<file path="config.mk">
export PLATFORM = sky130hd
export DESIGN_NAME = rgb2lab_scheduler_flat
export DESIGN_NICKNAME = d
export VERILOG_FILES = /design/src/rtl/rgb2lab_scheduler_if.sv /design/src/rtl/rgb2lab_scheduler.sv /design/src/flat_wrapper.sv
export SDC_FILE = /design/constraint.sdc
export NUM_CORES = 1
export LEC_CHECK = 0
export CELL_PAD_IN_SITES_DETAIL_PLACEMENT = 1
export CELL_PAD_IN_SITES_GLOBAL_PLACEMENT = 2
export CORE_MARGIN = 2
export CORE_UTILIZATION = 37
export CTS_BUF_LIST = sky130_fd_sc_hd__clkbuf_4 sky130_fd_sc_hd__clkbuf_8 sky130_fd_sc_hd__clkbuf_16
export DETAILED_ROUTE_END_ITERATION = 16
export PLACE_DENSITY_LB_ADDON = 0.08
export SYNTH_ARGS = -nofsm -noshare
export SYNTH_HDL_FRONTEND = slang
export SYNTH_SLANG_ARGS = --single-unit
</file>
<file path="constraint.sdc">
create_clock -name i_clk -period 4.62 [get_ports i_clk]
set_input_delay 0.693 -clock i_clk [delete_from_list [all_inputs] [get_ports i_clk]]
set_output_delay 0.693 -clock i_clk [all_outputs]
set_load 0.01 [all_outputs]
</file>
<file path="src/rtl/rgb2lab_scheduler_if.sv">
// Handshake and datapath bundle for rgb2lab_scheduler.
// The scheduler takes the slave side; requesters/consumer/datapath the master.
interface rgb2lab_scheduler_if;
  logic        i_start;
  logic        i_src_valid;
  logic [23:0] i_src_rgb;
  logic        o_src_ready;
  logic        i_tgt_valid;
  logic [23:0] i_tgt_rgb;
  logic        o_tgt_ready;
  logic [7:0]  o_R;
  logic [7:0]  o_G;
  logic [7:0]  o_B;
  logic [15:0] i_l;
  logic [15:0] i_a;
  logic [15:0] i_b;
  logic        o_lab_valid;
  logic        i_lab_ready;
  logic        o_lab_tag;
  logic [15:0] o_lab_l;
  logic [15:0] o_lab_a;
  logic [15:0] o_lab_b;
  logic        o_busy;
  logic        o_done;

  modport slave (
    input  i_start,
    input  i_src_valid, i_src_rgb,
    output o_src_ready,
    input  i_tgt_valid, i_tgt_rgb,
    output o_tgt_ready,
    output o_R, o_G, o_B,
    input  i_l, i_a, i_b,
    output o_lab_valid,
    input  i_lab_ready,
    output o_lab_tag, o_lab_l, o_lab_a, o_lab_b,
    output o_busy, o_done
  );

  modport master (
    output i_start,
    output i_src_valid, i_src_rgb,
    input  o_src_ready,
    output i_tgt_valid, i_tgt_rgb,
    input  o_tgt_ready,
    input  o_R, o_G, o_B,
    output i_l, i_a, i_b,
    input  o_lab_valid,
    output i_lab_ready,
    input  o_lab_tag, o_lab_l, o_lab_a, o_lab_b,
    input  o_busy, o_done
  );
endinterface

</file>
<file path="src/rtl/rgb2lab_scheduler.sv">
// Round-robin scheduler sharing one RGB->lab datapath between
// source/target requesters, with tagged result FIFO.
module rgb2lab_scheduler #(
  parameter int LAT        = 2,
  parameter int FRAME_PIX  = 76800,
  parameter int FIFO_DEPTH = 4
) (
  input  logic i_clk,
  input  logic i_rst,
  rgb2lab_scheduler_if.slave bus
);
  localparam int CW = $clog2(FRAME_PIX + 1);
  localparam int AW = $clog2(FIFO_DEPTH);
  localparam int OW = AW + 2;
  localparam logic [CW-1:0] FRAME = CW'(FRAME_PIX);
  localparam logic [OW-1:0] DEPTH = OW'(FIFO_DEPTH);

  typedef enum logic [1:0] {IDLE, RUN, DRAIN, DONE} state_t;

  state_t        state;
  logic [CW-1:0] src_cnt;
  logic [CW-1:0] tgt_cnt;
  logic          rr;
  logic          busy;
  logic          done;
  logic [OW-1:0] inflight;
  logic [OW-1:0] fcnt;
  logic [AW-1:0] wptr;
  logic [AW-1:0] rptr;
  logic [LAT-1:0] sr_vld;
  logic [LAT-1:0] sr_tag;
  logic [48:0]   mem [FIFO_DEPTH];
  logic [48:0]   head;
  logic [7:0]    r_q, g_q, b_q;

  logic credit, src_elig, tgt_elig;
  logic src_go, tgt_go, xfer;
  logic push, pop;

  assign credit   = (inflight + fcnt) < DEPTH;
  assign src_elig = (state == RUN) & credit
                  & (src_cnt < FRAME) & bus.i_src_valid;
  assign tgt_elig = (state == RUN) & credit
                  & (tgt_cnt < FRAME) & bus.i_tgt_valid;
  // rr=0 favours source when both contend
  assign src_go = src_elig & (~tgt_elig | ~rr);
  assign tgt_go = tgt_elig & (~src_elig | rr);
  assign xfer   = src_go | tgt_go;

  assign push = sr_vld[LAT-1];
  assign pop  = (fcnt != '0) & bus.i_lab_ready;
  assign head = mem[rptr];

  assign bus.o_src_ready = src_go;
  assign bus.o_tgt_ready = tgt_go;
  assign bus.o_R         = r_q;
  assign bus.o_G         = g_q;
  assign bus.o_B         = b_q;
  assign bus.o_lab_valid = (fcnt != '0);
  assign bus.o_lab_tag   = head[48];
  assign bus.o_lab_l     = head[47:32];
  assign bus.o_lab_a     = head[31:16];
  assign bus.o_lab_b     = head[15:0];
  assign bus.o_busy      = busy;
  assign bus.o_done      = done;

  always_ff @(posedge i_clk) begin
    if (i_rst) begin
      r_q <= '0;
      g_q <= '0;
      b_q <= '0;
    end else if (xfer) begin
      {r_q, g_q, b_q} <= tgt_go ? bus.i_tgt_rgb : bus.i_src_rgb;
    end
  end

  always_ff @(posedge i_clk) begin
    if (i_rst) begin
      sr_vld   <= '0;
      sr_tag   <= '0;
      inflight <= '0;
    end else begin
      sr_vld[0] <= xfer;
      sr_tag[0] <= tgt_go;
      for (int i = 1; i < LAT; i++) begin
        sr_vld[i] <= sr_vld[i-1];
        sr_tag[i] <= sr_tag[i-1];
      end
      inflight <= inflight + OW'(xfer) - OW'(push);
    end
  end

  always_ff @(posedge i_clk) begin
    if (i_rst) begin
      wptr <= '0;
      rptr <= '0;
      fcnt <= '0;
      for (int i = 0; i < FIFO_DEPTH; i++) mem[i] <= '0;
    end else begin
      if (push) begin
        mem[wptr] <= {sr_tag[LAT-1], bus.i_l, bus.i_a, bus.i_b};
        wptr      <= wptr + AW'(1);
      end
      if (pop) rptr <= rptr + AW'(1);
      fcnt <= fcnt + OW'(push) - OW'(pop);
    end
  end

  always_ff @(posedge i_clk) begin
    if (i_rst) begin
      state   <= IDLE;
      src_cnt <= '0;
      tgt_cnt <= '0;
      rr      <= 1'b0;
      busy    <= 1'b0;
      done    <= 1'b0;
    end else begin
      done <= 1'b0;
      if (src_go) src_cnt <= src_cnt + CW'(1);
      if (tgt_go) tgt_cnt <= tgt_cnt + CW'(1);
      if (src_elig & tgt_elig) rr <= ~rr;
      unique case (state)
        IDLE: if (bus.i_start) begin
          state   <= RUN;
          src_cnt <= '0;
          tgt_cnt <= '0;
          rr      <= 1'b0;
          busy    <= 1'b1;
        end
        RUN: if (src_cnt == FRAME && tgt_cnt == FRAME)
          state <= DRAIN;
        DRAIN: if (inflight == '0 && fcnt == '0) begin
          state <= DONE;
          done  <= 1'b1;
        end
        DONE: begin
          state <= IDLE;
          busy  <= 1'b0;
        end
        default: state <= IDLE;
      endcase
    end
  end
endmodule

</file>
<file path="src/flat_wrapper.sv">
// flat-port wrapper written by rule: the top's interface ports become plain ports
module rgb2lab_scheduler_flat 
#(
  parameter int LAT        = 2,
  parameter int FRAME_PIX  = 76800,
  parameter int FIFO_DEPTH = 4
)
  (i_clk, i_rst, bus_i_start, bus_i_src_valid, bus_i_src_rgb, bus_o_src_ready, bus_i_tgt_valid, bus_i_tgt_rgb, bus_o_tgt_ready, bus_o_R, bus_o_G, bus_o_B, bus_i_l, bus_i_a, bus_i_b, bus_o_lab_valid, bus_i_lab_ready, bus_o_lab_tag, bus_o_lab_l, bus_o_lab_a, bus_o_lab_b, bus_o_busy, bus_o_done);
  rgb2lab_scheduler_if bus_i ();
  input  logic i_clk;
  input  logic i_rst;
  input wire logic [$bits(bus_i.i_start)-1:0] bus_i_start;
  input wire logic [$bits(bus_i.i_src_valid)-1:0] bus_i_src_valid;
  input wire logic [$bits(bus_i.i_src_rgb)-1:0] bus_i_src_rgb;
  output wire logic [$bits(bus_i.o_src_ready)-1:0] bus_o_src_ready;
  input wire logic [$bits(bus_i.i_tgt_valid)-1:0] bus_i_tgt_valid;
  input wire logic [$bits(bus_i.i_tgt_rgb)-1:0] bus_i_tgt_rgb;
  output wire logic [$bits(bus_i.o_tgt_ready)-1:0] bus_o_tgt_ready;
  output wire logic [$bits(bus_i.o_R)-1:0] bus_o_R;
  output wire logic [$bits(bus_i.o_G)-1:0] bus_o_G;
  output wire logic [$bits(bus_i.o_B)-1:0] bus_o_B;
  input wire logic [$bits(bus_i.i_l)-1:0] bus_i_l;
  input wire logic [$bits(bus_i.i_a)-1:0] bus_i_a;
  input wire logic [$bits(bus_i.i_b)-1:0] bus_i_b;
  output wire logic [$bits(bus_i.o_lab_valid)-1:0] bus_o_lab_valid;
  input wire logic [$bits(bus_i.i_lab_ready)-1:0] bus_i_lab_ready;
  output wire logic [$bits(bus_i.o_lab_tag)-1:0] bus_o_lab_tag;
  output wire logic [$bits(bus_i.o_lab_l)-1:0] bus_o_lab_l;
  output wire logic [$bits(bus_i.o_lab_a)-1:0] bus_o_lab_a;
  output wire logic [$bits(bus_i.o_lab_b)-1:0] bus_o_lab_b;
  output wire logic [$bits(bus_i.o_busy)-1:0] bus_o_busy;
  output wire logic [$bits(bus_i.o_done)-1:0] bus_o_done;
  assign bus_i.i_start = bus_i_start;
  assign bus_i.i_src_valid = bus_i_src_valid;
  assign bus_i.i_src_rgb = bus_i_src_rgb;
  assign bus_o_src_ready = bus_i.o_src_ready;
  assign bus_i.i_tgt_valid = bus_i_tgt_valid;
  assign bus_i.i_tgt_rgb = bus_i_tgt_rgb;
  assign bus_o_tgt_ready = bus_i.o_tgt_ready;
  assign bus_o_R = bus_i.o_R;
  assign bus_o_G = bus_i.o_G;
  assign bus_o_B = bus_i.o_B;
  assign bus_i.i_l = bus_i_l;
  assign bus_i.i_a = bus_i_a;
  assign bus_i.i_b = bus_i_b;
  assign bus_o_lab_valid = bus_i.o_lab_valid;
  assign bus_i.i_lab_ready = bus_i_lab_ready;
  assign bus_o_lab_tag = bus_i.o_lab_tag;
  assign bus_o_lab_l = bus_i.o_lab_l;
  assign bus_o_lab_a = bus_i.o_lab_a;
  assign bus_o_lab_b = bus_i.o_lab_b;
  assign bus_o_busy = bus_i.o_busy;
  assign bus_o_done = bus_i.o_done;
  rgb2lab_scheduler #(.LAT(LAT), .FRAME_PIX(FRAME_PIX), .FIFO_DEPTH(FIFO_DEPTH)) u_core (.i_clk(i_clk), .i_rst(i_rst), .bus(bus_i));
endmodule
</file>
[Word level (Yosys, flattened, before mapping)]
Memory sizes are Yosys's and may differ from the RTL's. A register that Yosys moved wholly into a read port is not among the register bits.
Index checks and enable logic that the tools add are counted.
Cells by class
  $mul: 0
  reduce and logical (&&, ||, !) cells: 11
  shift-type cells: 0
  order comparisons: 3
  bitwise gates (word level): 16
  $add $sub $neg: 9
  div/mod/pow operators: 0
  mux-type cells: 27
  equal/unequal tests: 8
Operator list (count)
  $mux W17: 6
  $mux W49: 1
  $reduce_or A49 Y1: 1
  $add A17 B1 Y17 const B: 2
  $eq A17 B17 Y1 const B: 2
  $lt A17 B17 Y1 const B: 2
  $mux W24: 1
  $mux W2: 6
  $mux W1: 11
  $and A1 B1 Y1: 9
  $add A4 B1 Y4: 2
  $logic_not A4 Y1: 2
  $pmux W2 S4: 1
  $sub A4 B1 Y4: 2
  $add A2 B1 Y2 const B: 2
  $add A4 B4 Y4: 1
  $eq A2 B2 Y1 const B: 2
  $lt A4 B3 Y1 const B: 1
  $ne A2 B2 Y1 const B: 2
  $not A1 Y1: 4
  $reduce_bool A4 Y1: 1
  $or A1 B1 Y1: 3
  $reduce_and A3 Y1: 1
  $eq A2 B1 Y1 const B: 1
  other kinds (7): 8
Storage, ports and cells
  memory bits (read-only): 0
  bits in writable memories: 196
  input bits: 102
  latch bits: 0
  bits in registers: 79
  memories kept: 1
  logic and storage cells: 90
  output and inout bits: 78
Memories
  u_core.mem: words 4, width 49, rd ports 1, clocked after Yosys merged registers in 1, wr ports 4, line rgb2lab_scheduler.sv:32  | logic [48:0] mem [FIFO_DEPTH];

[Depth between registers and ports, before layout]
  depth in word-level cells: 11
  gate-level depth with buffers: 13
  mapped depth without buffers: 11

[Worst setup path after synthesis]
Ideal clock, no wire load.
  path type: flip-flop to flip-flop
  from: register u_core.wptr[0]
  to: memory u_core.mem[2][0] (enable)
  required time: 4154 ps
  setup time: 466 ps
  stages on the path, launching flop included: 5
  period minus slack after synthesis: 3582 ps
  slack: 1038 ps
  arrival: 3116 ps
  path buffers: 2
  cell sequence: dfxtp_1 > nand2b_1 > clkbuf_1 > clkbuf_1 > o21bai_1
RTL lines
  start: declaration: line rgb2lab_scheduler.sv:28  | logic [AW-1:0] wptr;
  start signal: assignment: line rgb2lab_scheduler.sv:102  | wptr <= wptr + AW'(1);
  end: declaration: line rgb2lab_scheduler.sv:32

[Worst setup path in the final report]
  from: register u_core.fcnt[2]
  to: output port bus_o_tgt_ready
Between the ends
  word-level cells in the longest chain between the ends: 8
  elaborated cells on any way between the ends: 10
  those cells by class: 1 x add/sub; 1 x order compare; 8 x bitwise
Ends and longest elaborated chain
  start: declaration: line rgb2lab_scheduler.sv:27  | logic [OW-1:0] fcnt;
  start signal: assignment: line rgb2lab_scheduler.sv:105  | fcnt <= fcnt + OW'(push) - OW'(pop);
  $add A4 B4 Y4 *: line rgb2lab_scheduler.sv:40  | assign credit = (inflight + fcnt) < DEPTH;
  $lt A4 B3 Y1 *: line rgb2lab_scheduler.sv:40
  $and A1 B1 Y1 *: line rgb2lab_scheduler.sv:41, rgb2lab_scheduler.sv:43
  $and A1 B1 Y1 (2 in a row): line rgb2lab_scheduler.sv:42  | & (src_cnt < FRAME) & bus.i_src_valid;
  $not A1 Y1: line rgb2lab_scheduler.sv:47  | assign tgt_go = tgt_elig & (~src_elig | rr);
  $or A1 B1 Y1: line rgb2lab_scheduler.sv:47
  $and A1 B1 Y1 *: line rgb2lab_scheduler.sv:47
  end: declaration: line flat_wrapper.sv:18  | output wire logic [$bits(bus_i.o_tgt_ready)-1:0] bus_o_tgt_ready;
Every way passes the cells marked *; elsewhere a longest branch is shown, timed or not.

==> impl_metrics.json <==
{
  "syn2layout_area_growth_pct": 28.0,
  "n_antenna_cell": 0,
  "timing.rr.end": "u_core.inflight[1]$_SDFF_PP0_",
  "ff2ff_path_depth": 10,
  "grt_max_degree": 50,
  "setup_ws_ns": 1.07,
  "die_y_um": 186,
  "fillers": 3410,
  "htreeDepth": 1,
  "nets": 1289,
  "finalPower_mw": 7.58,
  "hp-class": "flip-flop to flip-flop",
  "grt.total_usage": 0.181,
  "fp.dieW_um": 186,
  "max-slew-margin-rel": 0.208,
  "power_density_mw_per_mm2": 486,
  "rows": 66,
  "cts_tree": "yes",
  "grt_antenna_before_repair": 0,
  "worstPathMaxFanout": 6,
  "wl_um": 30400,
  "grt_overflow": 0,
  "holdCritStartpoint": "u_core.sr_vld[0]$_SDFF_PP0_",
  "coreArea_sq_mm": 0.0325,
  "ant_nets": 0,
  "synth.cell_area_sq_mm": 0.0122,
  "cts_buffer_depth": 3,
  "power_frac_seq": 0.409,
  "place.gp.congestion": 0.714,
  "synth-edff-count": 196,
  "final_cell_mix": "196 x edfxtp_1, 178 x clkdlybuf4s50_1, 127 x nor2_1",
  "max_clock_freq_ghz": 0.282,
  "path_class": "flip-flop to output port",
  "via_count": 8209,
  "routed_via_density": 5.03,
  "cp.arrival_ns": 2.86,
  "clock-sinks": 277,
  "multi_input_area_sq_mm": 0.00420,
  "cp.required_ns": 3.93,
  "wl_met2_um": 14700,
  "reg2reg_slack_ns": 1.44,
  "clkSlewWorstSetupHoldPaths_ns": 0.06,
  "rsz0062_at_grt": "false",
  "r2r_start": "u_core.fcnt[2]$_SDFF_PP0_",
  "ys_seq_area_frac": 0.616,
  "endpoint_kind": "output port",
  "die-area_sq_mm": 0.0344,
  "slowest_stage": "clkdlybuf4s50_1",
  "timing.final.crit_share": 0.768,
  "cts_buffers": 31,
  "first_pass_iters": 6,
  "clockPowerShare": 0.348,
  "drv_slew": 0,
  "ys_ff_latch": 277,
  "wire_per_inst_um": 18.6,
  "io_pins": 180,
  "io_buffers": 179,
  "place_ws_ns": 1.40,
  "layout_commonest_cell": "edfxtp_1",
  "dp_hpwl_um": 19000,
  "seq_area_sq_mm": 0.00751,
  "wl_met1_um": 13800,
  "synth_nets": 1114,
  "worstMarginPinSlew_ns": 1.19,
  "slowest_delay_ns": 0.57,
  "min_path_cells": 1,
  "highest_layer": "met4",
  "ctsResizeCount": 0,
  "grt_pass1_vias": 8614,
  "internal_power_mw": 5.53,
  "wl_met3_um": 1460,
  "synthCells": 990,
  "path_buf_inv": 2,
  "combPwrFrac": 0.243,
  "syn_avg_cell_area_sq_um": 12.3,
  "vdd_drop_max_mv": 0.332,
  "clock_skew_ns": 0.0217,
  "status": "complete, no violations",
  "hold_end": "u_core.sr_vld[1]$_SDFF_PP0_",
  "async_reset_ff_frac": 0,
  "fin_crit_ns": 3.55,
  "ys_types": 55,
  "critPathLaunchType": "flip-flop",
  "first_iter_violations": 288,
  "hold_violations": 0,
  "drive_gt1_frac": 0.114,
  "synth_ff_type": "edfxtp_1",
  "cts_hold_buf": 0,
  "path_cells": "ha_1 > xor3_1 > nor4b_4 > o211ai_2 > inv_1 > clkdlybuf4s50_1",
  "leakage_nw": 5.73,
  "root_buffer": "clkbuf_16",
  "path_delay_family": "buffers and inverters",
  "clk_latency_ns": 0.57,
  "setup_viol": 0,
  "grt_pass1_wl_um": 48500,
  "p_switching_mw": 2.05,
  "start_util": 0.376,
  "setup-tns-final_ns": 0,
  "cts_setup_buffers": 0,
  "switching_share": 0.271,
  "yosysWarnings": 0,
  "drc": 0,
  "cap_violations": 0
}
-- cell usage after synthesis, types with 2 or more instances --
cell | number | area [sq um]
edfxtp_1 | 196 | 5890
nor2_1 | 128 | 480
dfxtp_1 | 81 | 1620
nand2_1 | 79 | 297
inv_1 | 77 | 289
a21oi_1 | 53 | 265
and2_1 | 51 | 319
mux4_2 | 49 | 1100
clkbuf_1 | 43 | 161
a211oi_1 | 27 | 203
o22ai_1 | 24 | 150
ha_1 | 20 | 250
o21ai_0 | 18 | 90.1
or3_1 | 17 | 106
nand3_1 | 13 | 65.1
nand4_1 | 10 | 62.6
xnor2_1 | 8 | 70.1
o31ai_1 | 7 | 52.6
nor2b_1 | 6 | 37.5
nor4_1 | 6 | 37.5
or4_1 | 5 | 37.5
a21o_1 | 4 | 30.0
a31oi_1 | 4 | 25.0
a41o_1 | 4 | 40.0
buf_1 | 4 | 15.0
buf_2 | 4 | 20.0
buf_4 | 4 | 30.0
nand2b_1 | 4 | 25.0
nor3_1 | 4 | 20.0
o21a_1 | 4 | 30.0
xor2_1 | 4 | 35.0
o2111ai_1 | 3 | 26.3
a31o_2 | 2 | 17.5
and3_1 | 2 | 12.5
fa_1 | 2 | 40.0
nor3b_1 | 2 | 15.0
o211a_1 | 2 | 20.0
o21bai_1 | 2 | 15.0
-- flip-flops by register name, summed over array words and instances, names as in the netlist, named ones only --
register           flops
u_core.mem           196
u_core.src_cnt        17
u_core.tgt_cnt        17
u_core.bus.o_B         8
u_core.bus.o_G         8
u_core.bus.o_R         8
u_core.fcnt            4
u_core.inflight        4
u_core.rptr            2
u_core.sr_tag          2
u_core.sr_vld          2
u_core.state           2
u_core.wptr            2
u_core.bus.o_busy      1
u_core.bus.o_done      1
u_core.rr              1
-- worst reg2reg max path, stage by stage, from the launching register on --
cell and delay (ns):
dfxtp_1 0.33, ha_1 0.15, xor3_1 0.45, or4b_2 0.67, nand2_1 0.08, buf_4 0.41, nand2_1 0.16, inv_1 0.08
ha_1 0.18, fa_1 0.40, nor2b_1 0.13
-- cell type report --
cell class,count,area share
Clock inverter,20,0.0152
Clock buffer,38,0.0565
Inverter,77,0.0185
Multi-Input combinational cell,580,0.269
Tap cell,442,0.0354
Timing Repair Buffer,198,0.124
Sequential cell,277,0.482
-- metal layers --
layer  vias to the layer above  track usage
li1                       3952            -
met1                      4062        0.238
met2                       166        0.313
met3                        29       0.0344
met4                         0       0.0333
met5                         -            0
-- cell families (layout without fill, tap and decap cells) --
logic type,Yosys count,in the layout,share of synthesized area
XOR/XNOR,13,13,0.0106
AO/OA/AOI/OAI,161,161,0.0848
buffers and inverters,133,333,0.0432
flip-flops,277,277,0.616
multiplexers,50,50,0.0913
AND/OR/NAND/NOR,334,334,0.130
adder cells (fa/ha/maj),22,22,0.0238
-- power by group through the flow --
stage	Clock [mW]	Combinational [mW]	Sequential [mW]
2_1_floorplan	0	1.14	3.03
3_3_place_gp	0	1.86	3.16
3_5_place_dp	0	1.87	3.17
4_1_cts	2.72	1.88	3.12
5_1_grt	2.82	2.02	3.15
6_report	2.64	1.84	3.10
-- metrics by stage --
| step | area (sq um) | util | cells | hold WS (ns) |
|---|---|---|---|---|
| 6_report | 15600 | 0.481 | 1632 | 0.442 |
| 5_1_grt | 15600 | 0.481 | 1632 | 0.458 |
| 4_1_cts | 15600 | 0.481 | 1632 | 0.449 |
| 3_5_place_dp | 14500 | 0.446 | 1574 | 0.436 |
| 3_3_place_gp | 14500 | 0.446 | 1574 | 0.418 |
| 2_1_floorplan | 12200 | - | 990 | 0.414 |
-- how the worst max path moves through the flow --
stage / slack, ns / from / endpoint / depth (start not counted)
2_1_floorplan: 1.04 / u_core.wptr[0]$_SDFFE_PP0P_ / u_core.mem[2][0]$_SDFFCE_PN0P_ / 4
3_3_place_gp: 1.42 / bus_i_src_valid / bus_o_src_ready / 5
3_5_place_dp: 1.40 / bus_i_src_valid / bus_o_src_ready / 5
4_1_cts: 0.98 / flip-flop / bus_o_lab_b[15] / 3
5_1_grt: 0.89 / u_core.fcnt[2]$_SDFF_PP0_ / bus_o_tgt_ready / 6
6_report: 1.07 / u_core.fcnt[2]$_SDFF_PP0_ / bus_o_tgt_ready / 6
No activity file was read; power rests on OpenSTA's default activity.
